<file path="config.mk">
export PLATFORM = sky130hd
export DESIGN_NAME = random_delay_timer
export DESIGN_NICKNAME = d
export VERILOG_FILES = /design/src/rtl/random_delay_timer.sv
export SDC_FILE = /design/constraint.sdc
export NUM_CORES = 1
export LEC_CHECK = 0
export CAP_MARGIN = 20
export CORE_UTILIZATION = 40
export DETAILED_ROUTE_END_ITERATION = 6
export PLACE_DENSITY = 0.71
export SLEW_MARGIN = 20
export SYNTH_ARGS = -nofsm -noshare
export SYNTH_HDL_FRONTEND = slang
export SYNTH_SLANG_ARGS = --single-unit
</file>
<file path="constraint.sdc">
create_clock -name clk -period 1.51 [get_ports clk]
set_clock_uncertainty 0.05 [all_clocks]
set_input_delay 0.151 -clock clk [delete_from_list [all_inputs] [get_ports clk]]
set_output_delay 0.151 -clock clk [all_outputs]
set_load 0.05 [all_outputs]
</file>
<file path="src/rtl/random_delay_timer.sv">
// Random delay timer: loads a clamped LFSR value, counts that many ticks, then
// strobes time_out. Optional feature macro: DELAY_ABORT_EN (adds the abort input).
module random_delay_timer #(
  parameter int WIDTH     = 8,
  parameter int MIN_DELAY = 4
) (
  input  logic             clk,
  input  logic             rst,
  input  logic             trigger,
  input  logic             tick,
  input  logic [WIDTH-1:0] rnd_in,
`ifdef DELAY_ABORT_EN
  input  logic             abort,
`endif
  output logic             lfsr_en,
  output logic             busy,
  output logic             time_out,
  output logic [WIDTH-1:0] cnt_out
);

  typedef enum logic [1:0] {
    IDLE  = 2'd0,
    COUNT = 2'd1,
    FIRE  = 2'd2
  } state_t;

  localparam logic [WIDTH-1:0] MIN_LOAD = WIDTH'(MIN_DELAY);

  state_t           state_q, state_d;
  logic [WIDTH-1:0] cnt_q, cnt_d;
  logic             lfsr_en_q, lfsr_en_d;
  logic             busy_q, busy_d;
  logic             time_out_q, time_out_d;
  logic             abort_req;
  logic [WIDTH-1:0] load_val;

`ifdef DELAY_ABORT_EN
  assign abort_req = abort;
`else
  assign abort_req = 1'b0;
`endif

  // Small random values are clamped so every round waits at least MIN_DELAY ticks.
  assign load_val = (rnd_in >= MIN_LOAD) ? rnd_in : MIN_LOAD;

  always_comb begin
    state_d    = state_q;
    cnt_d      = cnt_q;
    lfsr_en_d  = 1'b0;
    time_out_d = 1'b0;
    busy_d     = busy_q;
    case (state_q)
      IDLE: begin
        busy_d = 1'b0;
        cnt_d  = '0;
        if (trigger) begin
          state_d   = COUNT;
          cnt_d     = load_val;
          lfsr_en_d = 1'b1;
          busy_d    = 1'b1;
        end
      end
      COUNT: begin
        busy_d = 1'b1;
        if (abort_req) begin
          state_d = IDLE;
          cnt_d   = '0;
          busy_d  = 1'b0;
        end else if (tick) begin
          // Leaving on the last tick keeps the counter from ever reaching 0 here.
          if (cnt_q == WIDTH'(1)) begin
            state_d    = FIRE;
            cnt_d      = '0;
            time_out_d = 1'b1;
          end else begin
            cnt_d = cnt_q - WIDTH'(1);
          end
        end
      end
      FIRE: begin
        state_d = IDLE;
        cnt_d   = '0;
        busy_d  = 1'b0;
      end
      default: begin
        state_d = IDLE;
        cnt_d   = '0;
        busy_d  = 1'b0;
      end
    endcase
  end

  always_ff @(posedge clk) begin
    if (rst) begin
      state_q    <= IDLE;
      cnt_q      <= '0;
      lfsr_en_q  <= 1'b0;
      busy_q     <= 1'b0;
      time_out_q <= 1'b0;
    end else begin
      state_q    <= state_d;
      cnt_q      <= cnt_d;
      lfsr_en_q  <= lfsr_en_d;
      busy_q     <= busy_d;
      time_out_q <= time_out_d;
    end
  end

  assign lfsr_en  = lfsr_en_q;
  assign busy     = busy_q;
  assign time_out = time_out_q;
  assign cnt_out  = cnt_q;

endmodule

</file>
Word-level counts from Yosys, hierarchy flattened
Index checks and enable logic that the tools add are counted.
Storage, ports and cells
  logic and storage cells: 31
  register bits: 13
  output and inout bits: 11
  bits of input ports: 12
Operators by class
  order comparisons: 1
  add/sub/neg operators: 1
  mux-type cells: 12
  eq/ne operators: 5
  bitwise gates (word level): 3
  reductions and logical operators: 4
Operator list (count)
  $mux W8: 4
  $pmux W8 S2: 1
  $eq A8 B1 Y1 const B: 1
  $ge A8 B3 Y1 const B: 1
  $sub A8 B1 Y8 const B: 1
  $mux W2: 3
  $ne A2 B2 Y1 const B: 3
  $pmux W2 S2: 1
  $not A1 Y1: 3
  $reduce_and A3 Y1: 1
  $reduce_or A3 Y1: 1
  $eq A2 B1 Y1 const B: 1
  $logic_not A2 Y1: 1
  $mux W1: 2
  $pmux W1 S2: 1
  $reduce_or A2 Y1: 1

Longest topological paths before layout
Gate-level depths: netlist of the first run.
  depth in word-level cells: 4
  depth in mapped cells: 6
  depth with buffers taken out: 6

Least setup slack after synthesis of the first run
No wires, ideal clock.
  kind: register to register
  start point: reg cnt_q[0], in the netlist cnt_out[0]
  end point: reg cnt_q[3], in the netlist cnt_out[3]
  stages on the path, launching flop included: 6
  path buffers: 0
  slack: -316 ps
  period minus slack after synthesis: 1826 ps
  library setup time: 131 ps
  arrival: 1646 ps
  data required time: 1329 ps
  path through: dfxtp_1 -> ha_1 -> nor4b_4 -> a21oi_2 -> a32oi_1 -> o22ai_1
Between the ends
  word-level cells in the longest chain between the ends: 4
  elaborated cells on any way between the ends: 5
  classes of those cells: add/sub: 1; eq/ne: 1; mux: 3
RTL lines
  start, declared: RTL line 30  | logic [WIDTH-1:0] cnt_q, cnt_d;
  start signal, assigned: RTL line 102  | cnt_q <= cnt_d;
  $sub A8 B1 Y8 / $eq A8 B1 Y1 (equally long branches): RTL line 76, 71
  $mux W8 (*): RTL line 71  | if (cnt_q == WIDTH'(1)) begin
  $mux W8 (*): RTL line 69  | end else if (tick) begin
  $pmux W8 S2 (*): RTL line 52  | case (state_q)
Every way passes the cells marked *; elsewhere a longest branch is shown, timed or not. The select of a mux whose other input is x is not followed.
A chain may end at the register's enable or synchronous reset.

Worst setup path after layout of the first run
  start point: reg cnt_q[1], in the netlist cnt_out[1]
  end point: reg cnt_q[5], in the netlist cnt_out[5]
The elaborated chain is that of the path after synthesis.

==> metrics.txt, run 1 <==
status=complete, no violations; routability cong.=0.897; Worst Path Required=around 1600 ps; Post-Synthesis Cells=86; Post-CTS Hold Fix Bufs=0; most instantiated cells after synthesis=dfxtp_1, inv_1, nor2_1, nand2_1, a21oi_1; Mapped Area=around 750 um2; clk slew on worst S/H paths=around 80 ps; First-pass DRT Iterations=4; Least-Margin Pin Slew=393 ps; post-DR wirelength/cell=roughly 15 um; vias in the first global route=749; Critical Path End Type=flip-flop; MaxCap Viol Count=0; Core Area=around 1700 um2; Die Footprint=roughly 2000 um2; Die W=around 45 um; synthesized net count=100; Worst Hold Slack=404 ps; diode count=0; share of layout cells above drive strength 1=between 30 and 40%; clock sink count=13; DP Wirelength=1620 um; Startpoint Class=flip-flop; Worst Hold Path Cells=3; DR iter-0 viols=40; Core Rows=15; met3 wire len=168 um; Ports=23; leading area contributor after synthesis=dfxtp_1; critical path class=flip-flop to flip-flop; sequential area share after synthesis=34.8%; maximum clock rate=approximately 670 MHz; synth top area cells=dfxtp_1, inv_1, nor2_1; filler cell count=~150; worst reg2reg path depth=7; Max Used Layer=met4; Area Overhead vs Synth=63.9%; Cell Pwr Density=about 900 nW/um2; Starting Density=42.9%; Slew headroom=73.7%; Routed Antenna Nets=0; gr ovfl total=0; Peak supply drop=approximately 0.00061 V; final setup fails=0; Tot GR Track Use=between 20% and 30%; largest net degree at the start of global routing=9; Root Buffer=clkbuf_4; non-filler instance count after layout=roughly 150; Power, Total=0.00113 W; Worst EP arrival=1600 ps; Vias=approximately 850; nets@finish=141; Avg Cell Area, Syn=between 8 and 9 um2; # port buffers=22; Die Y=~45 um; CTS tree=built; post-DR vias/cell=about 5.6; initial antenna violation count=0; Num CTS Buffers=3; CTS Buffer Depth=2; #FFs+latches synth=13; RSZ-0062 raised after global routing=true; Clock Latency Late Sink=about 280 ps; post-synth top area share=around a third; DR DRC count=0; Fin. Hold Viols=0; setup TNS=0 ps; Hold Path Class=input pin to flip-flop; total routed wirelength=around 2200 um; CTS H-tree lvls=1; ys flop type=dfxtp_1; min Tclk post-route=roughly 1500 ps; final cycle utilization of the critical path=between 90 and 100%; placed cell count=approximately 150; most frequent cell after synthesis=dfxtp_1; Ys Warns=0; leakage power=0.472 nW; met2 WL=1040 um; post-synthesis cell type count=39; M1 wire length=996 um; global-route wire length before repair=approximately 3300 um; Post-synth EDFFs=0; max-slew violation count=0; fraction of registers with async set/reset=0%; worst-path fanout max=3
[repair_timing]
item                                    CTS  global route
gates resized for setup                   1             6
endpoints found under the setup margin    1             8
pin swaps                                 0             5
setup buffers                             2             0
[per-layer routing]
| metal | vias up | track usage (%) |
|---|---|---|
| met1 | 391 | 31.5 |
| met2 | 46 | 36.2 |
| met5 | - | 0 |
| li1 | 406 | - |
| met4 | 0 | 7.88 |
| met3 | 2 | 4.40 |
[critical path, stage by stage (launching register included)]
cell and delay (ps):
dfxtp_4 360, inv_4 60, ha_4 120, nor4b_4 280
buf_4 190, a221oi_2 60, o21ai_1 160, a31oi_1 90
[placed cells by master (no fill, tap or decap), types with 2 or more instances in the layout]
| master | instances |
|---|---|
| clkdlybuf4s50_1 | 11 |
| nor2_1 | 8 |
| a31oi_1 | 2 |
| o22ai_1 | 3 |
| buf_4 | 20 |
| dfxtp_4 | 2 |
| o21ai_1 | 4 |
| inv_1 | 7 |
| o21ai_0 | 2 |
| buf_12 | 6 |
| nand2_1 | 6 |
| a21oi_1 | 5 |
| clkbuf_4 | 3 |
| dfxtp_2 | 4 |
| and2_1 | 2 |
| a32oi_1 | 3 |
| dfxtp_1 | 7 |
[kinds of logic (layout without fill, tap and decap cells)]
family	count (synthesis)	after routing	synth area share, %
buffers and inverters	9	49	4.51
adders and majority gates	2	2	3.34
AOI/OAI and AO/OA	30	30	27.9
and+or+nand+nor	32	32	29.4
DFF	13	13	34.8
[worst paths after layout]
path,start,to,slack (ps)
max,cnt_out[1],cnt_out[5],20
min,rnd_in[1],cnt_out[1],400
max reg2reg,cnt_out[1],cnt_out[5],20
min reg2reg,state_q[0],state_q[0],510
[state kept, by name (all words and copies together) (netlist names)]
| signal | cells |
|---|---|
| busy | 1 |
| cnt_out | 8 |
| lfsr_en | 1 |
| state_q | 2 |
| time_out | 1 |
[per-stage QoR]
stage / util (%) / setup WS [ps] / area [um2]
floorplan: - / 21.6 / 759
global placement: 66.0 / -171 / 1150
detailed placement: 66.0 / -240 / 1150
CTS: 68.7 / 9.32 / 1200
global route: 70.3 / -33.7 / 1230
finish: 70.3 / 21.4 / 1230
[final cells by class]
| cell class | instances | area, um2 | share of cell area, % |
|---|---|---|---|
| flip-flops and latches | 13 | 273 | 22.2 |
| well taps | 25 | 31.3 | 2.55 |
| repair buffers | 37 | 380 | 31.0 |
| multi-input cells | 64 | 483 | 39.4 |
| clock buffers | 4 | 26.3 | 2.14 |
| inverters | 8 | 32.5 | 2.65 |
[where the power goes]
group          switching [W]  internal (W)  total, W
Sequential         0.0000496      0.000374  0.000423
Combinational       0.000254      0.000231  0.000485
Clock               0.000118      0.000102  0.000221
Total               0.000422      0.000707   0.00113
(Power assumes the default switching activity.)
==> run 2: changes to the inputs <==
Settings changed: MAX_ROUTING_LAYER from default to met4.
==> metrics.txt, run 2 (synthesized netlist as in run 1, its figures left out) <==
Power, Total=0.00113 W; clk slew on worst S/H paths=about 90 ps; area of the multi-input gates=around 480 um2; Hold Path Class=input pin to flip-flop; CTS H-tree lvls=1; Worst Hold Slack=400 ps; final cycle utilization of the critical path=~99%; global-route wire length before repair=3310 um; # port buffers=22; Least-Margin Pin Slew=396 ps; critical path class=flip-flop to flip-flop; Num CTS Buffers=3; Die Footprint=between 2000 and 2500 um2; post-DR vias/cell=5.64; Finished Cell Area=1230 um2; Peak supply drop=approximately 0.0006 V; leakage power=about 0.47 nW; Area Overhead vs Synth=63.9%; placed cell count=between 100 and 150; RSZ-0062 raised after global routing=true; DP Wirelength=1620 um; Seq pwr share=a little under two fifths; Tot GR Track Use=about a quarter; R2R Setup Slk=between 20 and 25 ps; Vias=852; worst-path fanout max=3; setup TNS=0 ps; Ports=23; area post-placement=about 1200 um2; NetSw=around 0.00043 W; Root Buffer=clkbuf_4; filler cell count=between 100 and 150; Fin. Hold Viols=0; Startpoint Class=flip-flop; Core Area=between 1500 and 2000 um2; status=complete, no violations; DR DRC count=0; min Tclk post-route=approximately 1500 ps; largest net degree at the start of global routing=9; Switching Share=between 30% and 40%; Routed Antenna Nets=0; MaxCap Viol Count=0; maximum clock rate=671 MHz; Clk network pwr share=roughly a fifth; Worst Path Required=1630 ps; Die W=about 45 um; max-slew violation count=0; Worst EP arrival=1610 ps; non-filler instance count after layout=about 150; Max stage delay on crit path=360 ps; Clock Latency Late Sink=approximately 280 ps; CTS Buffer Depth=2; nets@finish=141; clock sink count=13; initial antenna violation count=0; routability cong.=0.913; total routed wirelength=approximately 2200 um; post-DR wirelength/cell=around 15 um; Storage cell area=roughly 270 um2; max reg flops=8; Logic pwr share=~43%; cell chain of the critical path=inv_4 -> ha_4 -> nor4b_4 -> buf_4 -> a221oi_2 -> o21ai_1 -> a31oi_1; critical path's slowest cell=dfxtp_4; share of layout cells above drive strength 1=about two fifths; vias in the first global route=approximately 750; Critical Path End Type=flip-flop; commonest non-fill, non-tap cell in the layout=buf_4; Die Y=approximately 45 um; Cell Pwr Density=roughly 920 nW/um2; commonest cells after routing, fill and taps aside=buf_4, clkdlybuf4s50_1, nor2_1; gr ovfl total=0; Internal=a little over 0.0007 W; Slew headroom=73.5%; First-pass DRT Iterations=4; Core Rows=15; CTS tree=built; final setup fails=0; Starting Density=42.9%; diode count=0; DR iter-0 viols=37
## run 2: cell counts in the layout (fill, tap and decap cells not counted)
No cell type changed its count.
## run 2: power by group through the flow
stage	Combinational, W	Sequential, W	Clock [W]
final	0.000487	0.000423	0.000224
after CTS	0.000469	0.000418	0.000226
after global routing	0.000513	0.000428	0.000245
after detailed placement	0.000451	0.000429	0
after floorplan	0.000150	0.000508	0
after global placement	0.000446	0.000427	0
## run 2: final timing paths
path | from | end | cells past startpoint
setup / recovery | cnt_out[1] | cnt_out[5] | 7
hold / removal | rnd_in[1] | cnt_out[1] | 3
setup reg to reg | cnt_out[1] | cnt_out[5] | 7
hold reg to reg | state_q[0] | state_q[0] | 1
## run 2: critical path: cells and delay by family (launching register included)
kind                       cells  cell delay, ps
AOI/OAI and AO/OA              3             310
and+or+nand+nor                1             280
buffers and inverters          2             250
adders and majority gates      1             120
DFF                            1             360
## run 2: per-stage QoR
step | utilization [%] | setup WS, ps
2_1_floorplan | - | 21.6
3_3_place_gp | 66.0 | -171
3_5_place_dp | 66.0 | -240
4_1_cts | 68.7 | 9.32
5_1_grt | 70.3 | -33.7
6_report | 70.3 | 20.4
## run 2: metal layers
metal  routed length, um  track usage [%]  vias up
li1                    -                -      408
met1                1030             31.5      403
met2                1030             36.2       34
met3                 110             4.40        7
met4                  36             7.88        0
met5                   0                -        -
## run 2: layout make-up
type / count / share of cell area, %
Tap cell: 25 / 2.55
Inverter: 8 / 2.65
Sequential cell: 13 / 22.2
Multi-Input combinational cell: 64 / 39.4
Timing Repair Buffer: 37 / 31.0
Clock buffer: 4 / 2.14
## run 2: timing repair
action	in CTS	in global routing
gates resized for setup	1	6
hold buffers	0	0
buffers inserted	2	0
gates cloned	0	0
pin swaps	0	5
setup endpoints to repair	1	8
